$ cat src/rtl/mips_pipeline_pkg.sv
// ---------------------------------------------------------------------------
// mips_pipeline_pkg
// Shared types for the MIPS five-stage pipeline hazard logic.
//   state_t     : hazard scoreboard states (RUN, LOAD_WAIT, MEM_WAIT)
//   fwd_sel_t   : Execute-stage operand source select
//   BUBBLE_COUNTER_WIDTH : width of the load-use bubble counter
// ---------------------------------------------------------------------------
package mips_pipeline_pkg;

    localparam int BUBBLE_COUNTER_WIDTH = 3;

    typedef enum logic [1:0] {
        RUN       = 2'd0,
        LOAD_WAIT = 2'd1,
        MEM_WAIT  = 2'd2
    } state_t;

    typedef enum logic [1:0] {
        FWD_REGFILE   = 2'b00,
        FWD_MEMORY    = 2'b01,
        FWD_WRITEBACK = 2'b10
    } fwd_sel_t;

endpackage

$ cat src/rtl/mips_hazard_scoreboard_if.sv
// ---------------------------------------------------------------------------
// mips_hazard_scoreboard_if
// Bundle of every pipeline-side signal seen by the hazard scoreboard.
//   master : the pipeline (drives stage addresses/enables, receives controls)
//   slave  : the scoreboard (receives stage info, drives enables/flushes,
//            forwarding selects and performance counters)
// ---------------------------------------------------------------------------
interface mips_hazard_scoreboard_if #(
    parameter int REG_ADDR_WIDTH = 5,
    parameter int COUNT_WIDTH    = 32
);
    // Decode stage
    logic [REG_ADDR_WIDTH-1:0] addressReadA_Decode;
    logic [REG_ADDR_WIDTH-1:0] addressReadB_Decode;
    logic                      useReadA_Decode;
    logic                      useReadB_Decode;
    logic                      enableJumpProgramCounter_Decode;
    // Execute stage
    logic [REG_ADDR_WIDTH-1:0] addressReadA_Execute;
    logic [REG_ADDR_WIDTH-1:0] addressReadB_Execute;
    logic                      enableReadDataMemory_Execute;
    logic [REG_ADDR_WIDTH-1:0] addressWriteRegisterFile_Execute;
    logic                      enableBranchProgramCounter_Execute;
    // MemoryAccess stage
    logic                      enableWriteRegisterFile_MemoryAccess;
    logic                      enableReadDataMemory_MemoryAccess;
    logic [REG_ADDR_WIDTH-1:0] addressWriteRegisterFile_MemoryAccess;
    logic                      dataMemoryRequest_MemoryAccess;
    logic                      dataMemoryReady;
    // WriteBack stage
    logic                      enableWriteRegisterFile_WriteBack;
    logic [REG_ADDR_WIDTH-1:0] addressWriteRegisterFile_WriteBack;
    // Controls back to the pipeline
    logic                      enableProgramCounter_HazardUnit;
    logic                      enableFetch_HazardUnit;
    logic                      enableDecode_HazardUnit;
    logic                      enableExecute_HazardUnit;
    logic                      enableMemoryAccess_HazardUnit;
    logic                      controlSignalSendNoOperation_HazardUnit;
    logic                      flushFetch_HazardUnit;
    logic                      flushDecode_HazardUnit;
    logic [1:0]                forwardA_HazardUnit;
    logic [1:0]                forwardB_HazardUnit;
    logic [COUNT_WIDTH-1:0]    stallCycleCount;
    logic [COUNT_WIDTH-1:0]    flushCount;

    modport master (
        output addressReadA_Decode, addressReadB_Decode, useReadA_Decode, useReadB_Decode,
               enableJumpProgramCounter_Decode,
               addressReadA_Execute, addressReadB_Execute, enableReadDataMemory_Execute,
               addressWriteRegisterFile_Execute, enableBranchProgramCounter_Execute,
               enableWriteRegisterFile_MemoryAccess, enableReadDataMemory_MemoryAccess,
               addressWriteRegisterFile_MemoryAccess, dataMemoryRequest_MemoryAccess,
               dataMemoryReady,
               enableWriteRegisterFile_WriteBack, addressWriteRegisterFile_WriteBack,
        input  enableProgramCounter_HazardUnit, enableFetch_HazardUnit, enableDecode_HazardUnit,
               enableExecute_HazardUnit, enableMemoryAccess_HazardUnit,
               controlSignalSendNoOperation_HazardUnit, flushFetch_HazardUnit,
               flushDecode_HazardUnit, forwardA_HazardUnit, forwardB_HazardUnit,
               stallCycleCount, flushCount
    );

    modport slave (
        input  addressReadA_Decode, addressReadB_Decode, useReadA_Decode, useReadB_Decode,
               enableJumpProgramCounter_Decode,
               addressReadA_Execute, addressReadB_Execute, enableReadDataMemory_Execute,
               addressWriteRegisterFile_Execute, enableBranchProgramCounter_Execute,
               enableWriteRegisterFile_MemoryAccess, enableReadDataMemory_MemoryAccess,
               addressWriteRegisterFile_MemoryAccess, dataMemoryRequest_MemoryAccess,
               dataMemoryReady,
               enableWriteRegisterFile_WriteBack, addressWriteRegisterFile_WriteBack,
        output enableProgramCounter_HazardUnit, enableFetch_HazardUnit, enableDecode_HazardUnit,
               enableExecute_HazardUnit, enableMemoryAccess_HazardUnit,
               controlSignalSendNoOperation_HazardUnit, flushFetch_HazardUnit,
               flushDecode_HazardUnit, forwardA_HazardUnit, forwardB_HazardUnit,
               stallCycleCount, flushCount
    );
endinterface

$ cat src/rtl/mips_forward_select.sv
// ---------------------------------------------------------------------------
// mips_forward_select
// Chooses the source of one Execute-stage operand.
//   i_addressSource              : Execute source register
//   i_enableWrite/Read/Address*_MemoryAccess : MemoryAccess producer
//   i_enableWrite/Address*_WriteBack         : WriteBack producer
//   o_forwardSelect              : FWD_MEMORY / FWD_WRITEBACK / FWD_REGFILE
// ---------------------------------------------------------------------------
module mips_forward_select
    import mips_pipeline_pkg::*;
#(
    parameter int REG_ADDR_WIDTH = 5
) (
    input  logic [REG_ADDR_WIDTH-1:0] i_addressSource,
    input  logic                      i_enableWrite_MemoryAccess,
    input  logic                      i_enableRead_MemoryAccess,
    input  logic [REG_ADDR_WIDTH-1:0] i_addressWrite_MemoryAccess,
    input  logic                      i_enableWrite_WriteBack,
    input  logic [REG_ADDR_WIDTH-1:0] i_addressWrite_WriteBack,
    output fwd_sel_t                  o_forwardSelect
);

    logic w_sourceNonZero;
    assign w_sourceNonZero = (i_addressSource != '0);

    // A load in MemoryAccess has no data yet (load-use stall covers it), so
    // only ALU results are forwarded from there. The younger producer wins.
    always_comb begin
        o_forwardSelect = FWD_REGFILE;
        if (i_enableWrite_MemoryAccess && !i_enableRead_MemoryAccess && w_sourceNonZero &&
            (i_addressWrite_MemoryAccess == i_addressSource)) begin
            o_forwardSelect = FWD_MEMORY;
        end else if (i_enableWrite_WriteBack && w_sourceNonZero &&
                     (i_addressWrite_WriteBack == i_addressSource)) begin
            o_forwardSelect = FWD_WRITEBACK;
        end
    end

endmodule

$ cat src/rtl/mips_hazard_scoreboard.sv
// ---------------------------------------------------------------------------
// mips_hazard_scoreboard
// Hazard and forwarding controller for the five-stage MIPS pipeline:
// load-use bubbles, data-memory freeze, branch/jump flushes, operand
// forwarding selects and saturating stall/flush counters.
//   clock        : pipeline clock
//   resetMachine : synchronous active-high reset
//   bus          : mips_hazard_scoreboard_if.slave (all stage signals)
// ---------------------------------------------------------------------------
module mips_hazard_scoreboard
    import mips_pipeline_pkg::*;
#(
    parameter int REG_ADDR_WIDTH   = 5,
    parameter int LOAD_USE_BUBBLES = 1,
    parameter int COUNT_WIDTH      = 32
) (
    input  logic                    clock,
    input  logic                    resetMachine,
    mips_hazard_scoreboard_if.slave bus
);

    localparam logic [BUBBLE_COUNTER_WIDTH-1:0] BUBBLE_INIT =
        BUBBLE_COUNTER_WIDTH'(LOAD_USE_BUBBLES - 1);
    localparam logic [BUBBLE_COUNTER_WIDTH-1:0] BUBBLE_ONE  = BUBBLE_COUNTER_WIDTH'(1);
    localparam bit                              MULTI_BUBBLE = (LOAD_USE_BUBBLES > 1);

    function automatic logic [COUNT_WIDTH-1:0] f_saturatingIncrement(
        input logic [COUNT_WIDTH-1:0] value
    );
        if (&value) return value;
        return value + {{(COUNT_WIDTH-1){1'b0}}, 1'b1};
    endfunction

    state_t                          r_state;
    state_t                          r_resumeState;
    logic [BUBBLE_COUNTER_WIDTH-1:0] r_bubbleCounter;
    logic [COUNT_WIDTH-1:0]          r_stallCycleCount;
    logic [COUNT_WIDTH-1:0]          r_flushCount;

    state_t                          w_nextState;
    state_t                          w_nextResumeState;
    state_t                          w_effectiveState;
    logic [BUBBLE_COUNTER_WIDTH-1:0] w_nextBubbleCounter;
    logic                            w_freeze;
    logic                            w_loadUse;
    logic                            w_hitA;
    logic                            w_hitB;
    logic                            w_enableFront;
    logic                            w_enableBack;
    logic                            w_noOperation;
    logic                            w_flushFetch;
    logic                            w_flushDecode;
    fwd_sel_t                        w_forwardA;
    fwd_sel_t                        w_forwardB;

    assign w_freeze = bus.dataMemoryRequest_MemoryAccess && !bus.dataMemoryReady;

    // MEM_WAIT releases in the same cycle ready arrives, so once the freeze
    // drops the block already behaves as the state it was parked in.
    assign w_effectiveState = (r_state == MEM_WAIT) ? r_resumeState : r_state;

    assign w_hitA = bus.useReadA_Decode &&
                    (bus.addressReadA_Decode == bus.addressWriteRegisterFile_Execute);
    assign w_hitB = bus.useReadB_Decode &&
                    (bus.addressReadB_Decode == bus.addressWriteRegisterFile_Execute);
    assign w_loadUse = bus.enableReadDataMemory_Execute &&
                       (bus.addressWriteRegisterFile_Execute != '0) && (w_hitA || w_hitB);

    always_comb begin
        w_enableFront       = 1'b1;   // PC, Fetch, Decode
        w_enableBack        = 1'b1;   // Execute, MemoryAccess
        w_noOperation       = 1'b0;
        w_flushFetch        = 1'b0;
        w_flushDecode       = 1'b0;
        w_nextState         = RUN;
        w_nextResumeState   = RUN;
        w_nextBubbleCounter = r_bubbleCounter;

        if (w_freeze) begin
            // Whole pipeline holds; remember where to resume, counter untouched.
            w_enableFront     = 1'b0;
            w_enableBack      = 1'b0;
            w_nextState       = MEM_WAIT;
            w_nextResumeState = w_effectiveState;
        end else if (bus.enableBranchProgramCounter_Execute) begin
            // Taken branch discards both younger instructions, including any
            // load-use consumer, so no bubble is needed.
            w_flushFetch        = 1'b1;
            w_flushDecode       = 1'b1;
            w_nextBubbleCounter = '0;
        end else if (w_effectiveState == LOAD_WAIT) begin
            w_enableFront = 1'b0;
            w_noOperation = 1'b1;
            if (r_bubbleCounter <= BUBBLE_ONE) begin
                w_nextBubbleCounter = '0;
            end else begin
                w_nextState         = LOAD_WAIT;
                w_nextBubbleCounter = r_bubbleCounter - BUBBLE_ONE;
            end
        end else if (w_loadUse) begin
            w_enableFront = 1'b0;
            w_noOperation = 1'b1;
            if (MULTI_BUBBLE) begin
                w_nextState         = LOAD_WAIT;
                w_nextBubbleCounter = BUBBLE_INIT;
            end
        end else begin
            // Jump only flushes when its Decode slot is actually advancing.
            w_flushFetch = bus.enableJumpProgramCounter_Decode;
        end
    end

    always_ff @(posedge clock) begin
        if (resetMachine) begin
            r_state           <= RUN;
            r_resumeState     <= RUN;
            r_bubbleCounter   <= '0;
            r_stallCycleCount <= '0;
            r_flushCount      <= '0;
        end else begin
            r_state         <= w_nextState;
            r_resumeState   <= w_nextResumeState;
            r_bubbleCounter <= w_nextBubbleCounter;
            if (!w_enableFront) begin
                r_stallCycleCount <= f_saturatingIncrement(r_stallCycleCount);
            end
            if (w_flushFetch || w_flushDecode) begin
                r_flushCount <= f_saturatingIncrement(r_flushCount);
            end
        end
    end

    mips_forward_select #(
        .REG_ADDR_WIDTH(REG_ADDR_WIDTH)
    ) u_forwardA (
        .i_addressSource            (bus.addressReadA_Execute),
        .i_enableWrite_MemoryAccess (bus.enableWriteRegisterFile_MemoryAccess),
        .i_enableRead_MemoryAccess  (bus.enableReadDataMemory_MemoryAccess),
        .i_addressWrite_MemoryAccess(bus.addressWriteRegisterFile_MemoryAccess),
        .i_enableWrite_WriteBack    (bus.enableWriteRegisterFile_WriteBack),
        .i_addressWrite_WriteBack   (bus.addressWriteRegisterFile_WriteBack),
        .o_forwardSelect            (w_forwardA)
    );

    mips_forward_select #(
        .REG_ADDR_WIDTH(REG_ADDR_WIDTH)
    ) u_forwardB (
        .i_addressSource            (bus.addressReadB_Execute),
        .i_enableWrite_MemoryAccess (bus.enableWriteRegisterFile_MemoryAccess),
        .i_enableRead_MemoryAccess  (bus.enableReadDataMemory_MemoryAccess),
        .i_addressWrite_MemoryAccess(bus.addressWriteRegisterFile_MemoryAccess),
        .i_enableWrite_WriteBack    (bus.enableWriteRegisterFile_WriteBack),
        .i_addressWrite_WriteBack   (bus.addressWriteRegisterFile_WriteBack),
        .o_forwardSelect            (w_forwardB)
    );

    assign bus.enableProgramCounter_HazardUnit         = w_enableFront;
    assign bus.enableFetch_HazardUnit                  = w_enableFront;
    assign bus.enableDecode_HazardUnit                 = w_enableFront;
    assign bus.enableExecute_HazardUnit                = w_enableBack;
    assign bus.enableMemoryAccess_HazardUnit           = w_enableBack;
    assign bus.controlSignalSendNoOperation_HazardUnit = w_noOperation;
    assign bus.flushFetch_HazardUnit                   = w_flushFetch;
    assign bus.flushDecode_HazardUnit                  = w_flushDecode;
    assign bus.forwardA_HazardUnit                     = w_forwardA;
    assign bus.forwardB_HazardUnit                     = w_forwardB;
    assign bus.stallCycleCount                         = r_stallCycleCount;
    assign bus.flushCount                              = r_flushCount;

endmodule

$ cat src/flat_wrapper.sv
// flat-port wrapper written by rule: the top's interface ports become plain ports
module mips_hazard_scoreboard_flat import mips_pipeline_pkg::*;
#(
    parameter int REG_ADDR_WIDTH   = 5,
    parameter int LOAD_USE_BUBBLES = 1,
    parameter int COUNT_WIDTH      = 32
)
  (clock, resetMachine, bus_addressReadA_Decode, bus_addressReadB_Decode, bus_useReadA_Decode, bus_useReadB_Decode, bus_enableJumpProgramCounter_Decode, bus_addressReadA_Execute, bus_addressReadB_Execute, bus_enableReadDataMemory_Execute, bus_addressWriteRegisterFile_Execute, bus_enableBranchProgramCounter_Execute, bus_enableWriteRegisterFile_MemoryAccess, bus_enableReadDataMemory_MemoryAccess, bus_addressWriteRegisterFile_MemoryAccess, bus_dataMemoryRequest_MemoryAccess, bus_dataMemoryReady, bus_enableWriteRegisterFile_WriteBack, bus_addressWriteRegisterFile_WriteBack, bus_enableProgramCounter_HazardUnit, bus_enableFetch_HazardUnit, bus_enableDecode_HazardUnit, bus_enableExecute_HazardUnit, bus_enableMemoryAccess_HazardUnit, bus_controlSignalSendNoOperation_HazardUnit, bus_flushFetch_HazardUnit, bus_flushDecode_HazardUnit, bus_forwardA_HazardUnit, bus_forwardB_HazardUnit, bus_stallCycleCount, bus_flushCount);
  mips_hazard_scoreboard_if #(.REG_ADDR_WIDTH(REG_ADDR_WIDTH), .COUNT_WIDTH(COUNT_WIDTH)) bus_i ();
  input  logic clock;
  input  logic resetMachine;
  input wire logic [$bits(bus_i.addressReadA_Decode)-1:0] bus_addressReadA_Decode;
  input wire logic [$bits(bus_i.addressReadB_Decode)-1:0] bus_addressReadB_Decode;
  input wire logic [$bits(bus_i.useReadA_Decode)-1:0] bus_useReadA_Decode;
  input wire logic [$bits(bus_i.useReadB_Decode)-1:0] bus_useReadB_Decode;
  input wire logic [$bits(bus_i.enableJumpProgramCounter_Decode)-1:0] bus_enableJumpProgramCounter_Decode;
  input wire logic [$bits(bus_i.addressReadA_Execute)-1:0] bus_addressReadA_Execute;
  input wire logic [$bits(bus_i.addressReadB_Execute)-1:0] bus_addressReadB_Execute;
  input wire logic [$bits(bus_i.enableReadDataMemory_Execute)-1:0] bus_enableReadDataMemory_Execute;
  input wire logic [$bits(bus_i.addressWriteRegisterFile_Execute)-1:0] bus_addressWriteRegisterFile_Execute;
  input wire logic [$bits(bus_i.enableBranchProgramCounter_Execute)-1:0] bus_enableBranchProgramCounter_Execute;
  input wire logic [$bits(bus_i.enableWriteRegisterFile_MemoryAccess)-1:0] bus_enableWriteRegisterFile_MemoryAccess;
  input wire logic [$bits(bus_i.enableReadDataMemory_MemoryAccess)-1:0] bus_enableReadDataMemory_MemoryAccess;
  input wire logic [$bits(bus_i.addressWriteRegisterFile_MemoryAccess)-1:0] bus_addressWriteRegisterFile_MemoryAccess;
  input wire logic [$bits(bus_i.dataMemoryRequest_MemoryAccess)-1:0] bus_dataMemoryRequest_MemoryAccess;
  input wire logic [$bits(bus_i.dataMemoryReady)-1:0] bus_dataMemoryReady;
  input wire logic [$bits(bus_i.enableWriteRegisterFile_WriteBack)-1:0] bus_enableWriteRegisterFile_WriteBack;
  input wire logic [$bits(bus_i.addressWriteRegisterFile_WriteBack)-1:0] bus_addressWriteRegisterFile_WriteBack;
  output wire logic [$bits(bus_i.enableProgramCounter_HazardUnit)-1:0] bus_enableProgramCounter_HazardUnit;
  output wire logic [$bits(bus_i.enableFetch_HazardUnit)-1:0] bus_enableFetch_HazardUnit;
  output wire logic [$bits(bus_i.enableDecode_HazardUnit)-1:0] bus_enableDecode_HazardUnit;
  output wire logic [$bits(bus_i.enableExecute_HazardUnit)-1:0] bus_enableExecute_HazardUnit;
  output wire logic [$bits(bus_i.enableMemoryAccess_HazardUnit)-1:0] bus_enableMemoryAccess_HazardUnit;
  output wire logic [$bits(bus_i.controlSignalSendNoOperation_HazardUnit)-1:0] bus_controlSignalSendNoOperation_HazardUnit;
  output wire logic [$bits(bus_i.flushFetch_HazardUnit)-1:0] bus_flushFetch_HazardUnit;
  output wire logic [$bits(bus_i.flushDecode_HazardUnit)-1:0] bus_flushDecode_HazardUnit;
  output wire logic [$bits(bus_i.forwardA_HazardUnit)-1:0] bus_forwardA_HazardUnit;
  output wire logic [$bits(bus_i.forwardB_HazardUnit)-1:0] bus_forwardB_HazardUnit;
  output wire logic [$bits(bus_i.stallCycleCount)-1:0] bus_stallCycleCount;
  output wire logic [$bits(bus_i.flushCount)-1:0] bus_flushCount;
  assign bus_i.addressReadA_Decode = bus_addressReadA_Decode;
  assign bus_i.addressReadB_Decode = bus_addressReadB_Decode;
  assign bus_i.useReadA_Decode = bus_useReadA_Decode;
  assign bus_i.useReadB_Decode = bus_useReadB_Decode;
  assign bus_i.enableJumpProgramCounter_Decode = bus_enableJumpProgramCounter_Decode;
  assign bus_i.addressReadA_Execute = bus_addressReadA_Execute;
  assign bus_i.addressReadB_Execute = bus_addressReadB_Execute;
  assign bus_i.enableReadDataMemory_Execute = bus_enableReadDataMemory_Execute;
  assign bus_i.addressWriteRegisterFile_Execute = bus_addressWriteRegisterFile_Execute;
  assign bus_i.enableBranchProgramCounter_Execute = bus_enableBranchProgramCounter_Execute;
  assign bus_i.enableWriteRegisterFile_MemoryAccess = bus_enableWriteRegisterFile_MemoryAccess;
  assign bus_i.enableReadDataMemory_MemoryAccess = bus_enableReadDataMemory_MemoryAccess;
  assign bus_i.addressWriteRegisterFile_MemoryAccess = bus_addressWriteRegisterFile_MemoryAccess;
  assign bus_i.dataMemoryRequest_MemoryAccess = bus_dataMemoryRequest_MemoryAccess;
  assign bus_i.dataMemoryReady = bus_dataMemoryReady;
  assign bus_i.enableWriteRegisterFile_WriteBack = bus_enableWriteRegisterFile_WriteBack;
  assign bus_i.addressWriteRegisterFile_WriteBack = bus_addressWriteRegisterFile_WriteBack;
  assign bus_enableProgramCounter_HazardUnit = bus_i.enableProgramCounter_HazardUnit;
  assign bus_enableFetch_HazardUnit = bus_i.enableFetch_HazardUnit;
  assign bus_enableDecode_HazardUnit = bus_i.enableDecode_HazardUnit;
  assign bus_enableExecute_HazardUnit = bus_i.enableExecute_HazardUnit;
  assign bus_enableMemoryAccess_HazardUnit = bus_i.enableMemoryAccess_HazardUnit;
  assign bus_controlSignalSendNoOperation_HazardUnit = bus_i.controlSignalSendNoOperation_HazardUnit;
  assign bus_flushFetch_HazardUnit = bus_i.flushFetch_HazardUnit;
  assign bus_flushDecode_HazardUnit = bus_i.flushDecode_HazardUnit;
  assign bus_forwardA_HazardUnit = bus_i.forwardA_HazardUnit;
  assign bus_forwardB_HazardUnit = bus_i.forwardB_HazardUnit;
  assign bus_stallCycleCount = bus_i.stallCycleCount;
  assign bus_flushCount = bus_i.flushCount;
  mips_hazard_scoreboard #(.REG_ADDR_WIDTH(REG_ADDR_WIDTH), .LOAD_USE_BUBBLES(LOAD_USE_BUBBLES), .COUNT_WIDTH(COUNT_WIDTH)) u_core (.clock(clock), .resetMachine(resetMachine), .bus(bus_i));
endmodule
$ cat config.mk
export PLATFORM = sky130hd
export DESIGN_NAME = mips_hazard_scoreboard_flat
export DESIGN_NICKNAME = d
export VERILOG_FILES = /design/src/rtl/mips_pipeline_pkg.sv /design/src/rtl/mips_hazard_scoreboard_if.sv /design/src/rtl/mips_forward_select.sv /design/src/rtl/mips_hazard_scoreboard.sv /design/src/flat_wrapper.sv
export SDC_FILE = /design/constraint.sdc
export NUM_CORES = 1
export LEC_CHECK = 0
export ABC_AREA = 1
export CAP_MARGIN = 40
export CORE_MARGIN = 10
export CORE_UTILIZATION = 55
export CTS_BUF_LIST = sky130_fd_sc_hd__clkbuf_2
export CTS_CLUSTER_DIAMETER = 150
export CTS_CLUSTER_SIZE = 25
export DETAILED_ROUTE_END_ITERATION = 10
export PLACE_DENSITY = 0.86
export SYNTH_ARGS = -nofsm -noshare
export SYNTH_HDL_FRONTEND = slang
export SYNTH_SLANG_ARGS = --single-unit
$ cat constraint.sdc
create_clock -name clock -period 2.9 [get_ports clock]
set_clock_uncertainty 0.05 [all_clocks]
set_input_delay 0.58 -clock clock [delete_from_list [all_inputs] [get_ports clock]]
set_output_delay 0.58 -clock clock [all_outputs]
set_load 0.03 [all_outputs]
==> flow_metrics.tcl <==
set metrics [dict create \
    status "finished clean" \
    ys_seq_elements 71 \
    drv_slew 0 \
    clkTransAtPathRegs_ps 210 \
    antenna_found_initial 0 \
    gr-total-overflow 0 \
    n_antenna_cell 0 \
    drt_first_iter_violations 656 \
    gp_congestion 0.939 \
    place_inst 1018 \
    layout_min_cycle_time_ps 2860 \
    powerDensity_nw_per_um2 323 \
    required_ps 2270 \
    synth.distinct_cells 33 \
    die_w_um 116 \
    start_kind "input port" \
    core_sq_um 8810 \
    syn_area_per_cell_sq_um 6.22 \
    synthesis.area_sq_um 5020 \
    cts_hold_buf 0 \
    routedWlPerCell_um 16.3 \
    drive_above_1_share_pct 6.70 \
    end_kind "output pin" \
    cp_max_fo 2 \
    hp-class "input port to flop" \
    drv_cap 0 \
    dr_wl_met2_um 8360 \
    cts_buffers 9 \
    ys_warn_count 0 \
    io_pins 123 \
    drt-met1-wl_um 6420 \
    top_layer_used "met4" \
    start_util_pct 57.0 \
    tightest_slew_ps 677 \
    track_usage_pct 25.4 \
    cts_tree "built" \
    finalWorstSetupSlack_ps 44.8 \
    cts.sinks 71 \
    viasPerCell 5.65 \
    synthArstFlopShare_pct 0 \
    cts_htree_levels 3 \
    period_share_pct 98.5 \
    holdWs_ps 422 \
    finalSetupTns_ps 0 \
    drt_wl_total_um 16800 \
    root_buffer "clkbuf_2" \
    timing.fmax_mhz 350 \
    vias 5841 \
    drtAntennaViolNets 0 \
    grt_max_degree 45 \
    placementRows 34 \
    cts_max_path_buffers 2 \
    synth_ff_type "dfxtp_1" \
    post-place-ws_ps 63.4 \
    hold_viol 0 \
    final_nets 972 \
    power.total_mw 2.09 \
    grt_first_pass_wirelength_um 27800 \
    peakVddDrop_mv 0.272 \
    die_h_um 116 \
    syn_nets 858 \
    leakage_nw 2.54 \
    synth_top_area_share_pct 28.3 \
    setup_viol 0 \
    arrival_ps 2230 \
    ys_top_cells_by_area "dfxtp_1, nand2_1, xor2_1" \
    grt_setup_unrepaired "false" \
    drc 0 \
    io_buffers 122 \
    met3_length_um 1130 \
    instances_no_fill 1034 \
    crit_type "input port to output pin" \
    yosysSeqAreaShare_pct 28.3 \
    max_slew_margin_pct 54.5 \
    yosys.area.top_type "dfxtp_1" \
    dr.pass1.iters 7 \
    grt_pass1_vias 5825 \
    hpwl_um 13100 \
    synth_edf_count 0 \
    die_area_sq_um 13300 \
    clk-insertion-delay-late_ps 540 \
    syn_to_final_growth_pct 29.1 \
    synthCells 807 \
]
==> critical path: stages <==
cell             delay (ps)
clkdlybuf4s50_1         400
inv_1                    50
nand2_1                  70
nor3_2                  190
o2111ai_1               170
nor4_2                  470
nor2_1                  100
buf_4                   190
==> what timing repair did <==
item | 4_1_cts | 5_1_grt
setup endpoints to repair | 0 | 4
buffers inserted | 0 | 0
resized for setup | 0 | 8
==> path summary, 6_finish.rpt <==
kind              depth (start not counted)                             startpoint                       endpoint  slack [ps]
hold / removal                            2                           resetMachine  u_core.bus.stallCycleCount[7]         420
setup / recovery                          8  bus_enableReadDataMemory_MemoryAccess     bus_forwardB_HazardUnit[1]          40
hold reg to reg                           2              u_core.r_bubbleCounter[0]      u_core.r_bubbleCounter[0]         470
setup reg to reg                         13               u_core.bus.flushCount[0]       u_core.bus.flushCount[8]         580
==> kinds of logic (layout without fill, tap and decap cells) <==
group / count (synthesis) / after routing / synth area share (%)
AOI/OAI and AO/OA: 78 / 78 / 8.23
xor gates and xnor gates: 62 / 62 / 10.8
adders and majority gates: 4 / 4 / 0.998
buffers and inverters: 113 / 232 / 9.53
DFF: 71 / 71 / 28.3
and+or+nand+nor: 479 / 479 / 42.1
==> metal layers <==
metal  global-route usage (%)  up-vias
li1                         -     2843
met1                     28.2     2651
met2                     44.0      271
met3                     4.08       76
met4                     16.9        0
met5                        0        -
==> Yosys cell counts (4+ instances only) <==
master and n:
xor2_1 44, o21ai_0 7, nand3_1 47, nor3_1 32, nand2_2 5, inv_1 79
nand3b_1 6, ha_1 4, dfxtp_1 71, a21oi_1 63, buf_6 4, nand2_1 232
nand4_1 44, nor2_1 100, clkbuf_1 18, xnor2_1 18, buf_4 6
==> through the flow <==
stage | utilization (%) | area [sq um]
after floorplan | - | 5030
after global placement | 71.4 | 6290
after detailed placement | 71.4 | 6290
after CTS | 73.3 | 6450
after global routing | 73.5 | 6470
final | 73.5 | 6470
==> flip-flops by register name, indices dropped and copies added (netlist names) <==
| register | count |
|---|---|
| u_core.r_resumeState | 2 |
| u_core.r_state | 2 |
| u_core.bus.stallCycleCount | 32 |
| u_core.r_bubbleCounter | 3 |
| u_core.bus.flushCount | 32 |
==> layout by cell type (no fill, tap or decap), types with 9 or more instances in the layout <==
master	count
xnor2_1	18
nand3_1	47
nor2_1	99
inv_1	78
clkbuf_2	9
a21oi_1	63
clkdlybuf4s50_1	106
buf_4	23
nand2_1	231
nor3_1	31
xor2_1	44
nand4_1	44
dfxtp_1	71
==> layout make-up <==
type	instances	area, sq um
Clock buffer	9	45.0
Tap cell	108	135
Inverter	81	304
Multi-Input combinational cell	623	3140
Sequential cell	71	1420
Timing Repair Buffer	135	1310
Fill cell	727	2330
Clock inverter	7	120
==> power breakdown <==
part           leakage [nW]  switching, mW  total (mW)  internal [mW]
clock                0.0925          0.406       0.780          0.374
sequential            0.573         0.0119        1.00          0.988
combinational          1.88          0.184       0.313          0.129
total                  2.54          0.602        2.09           1.49
Power figures use the tool's default switching activity.
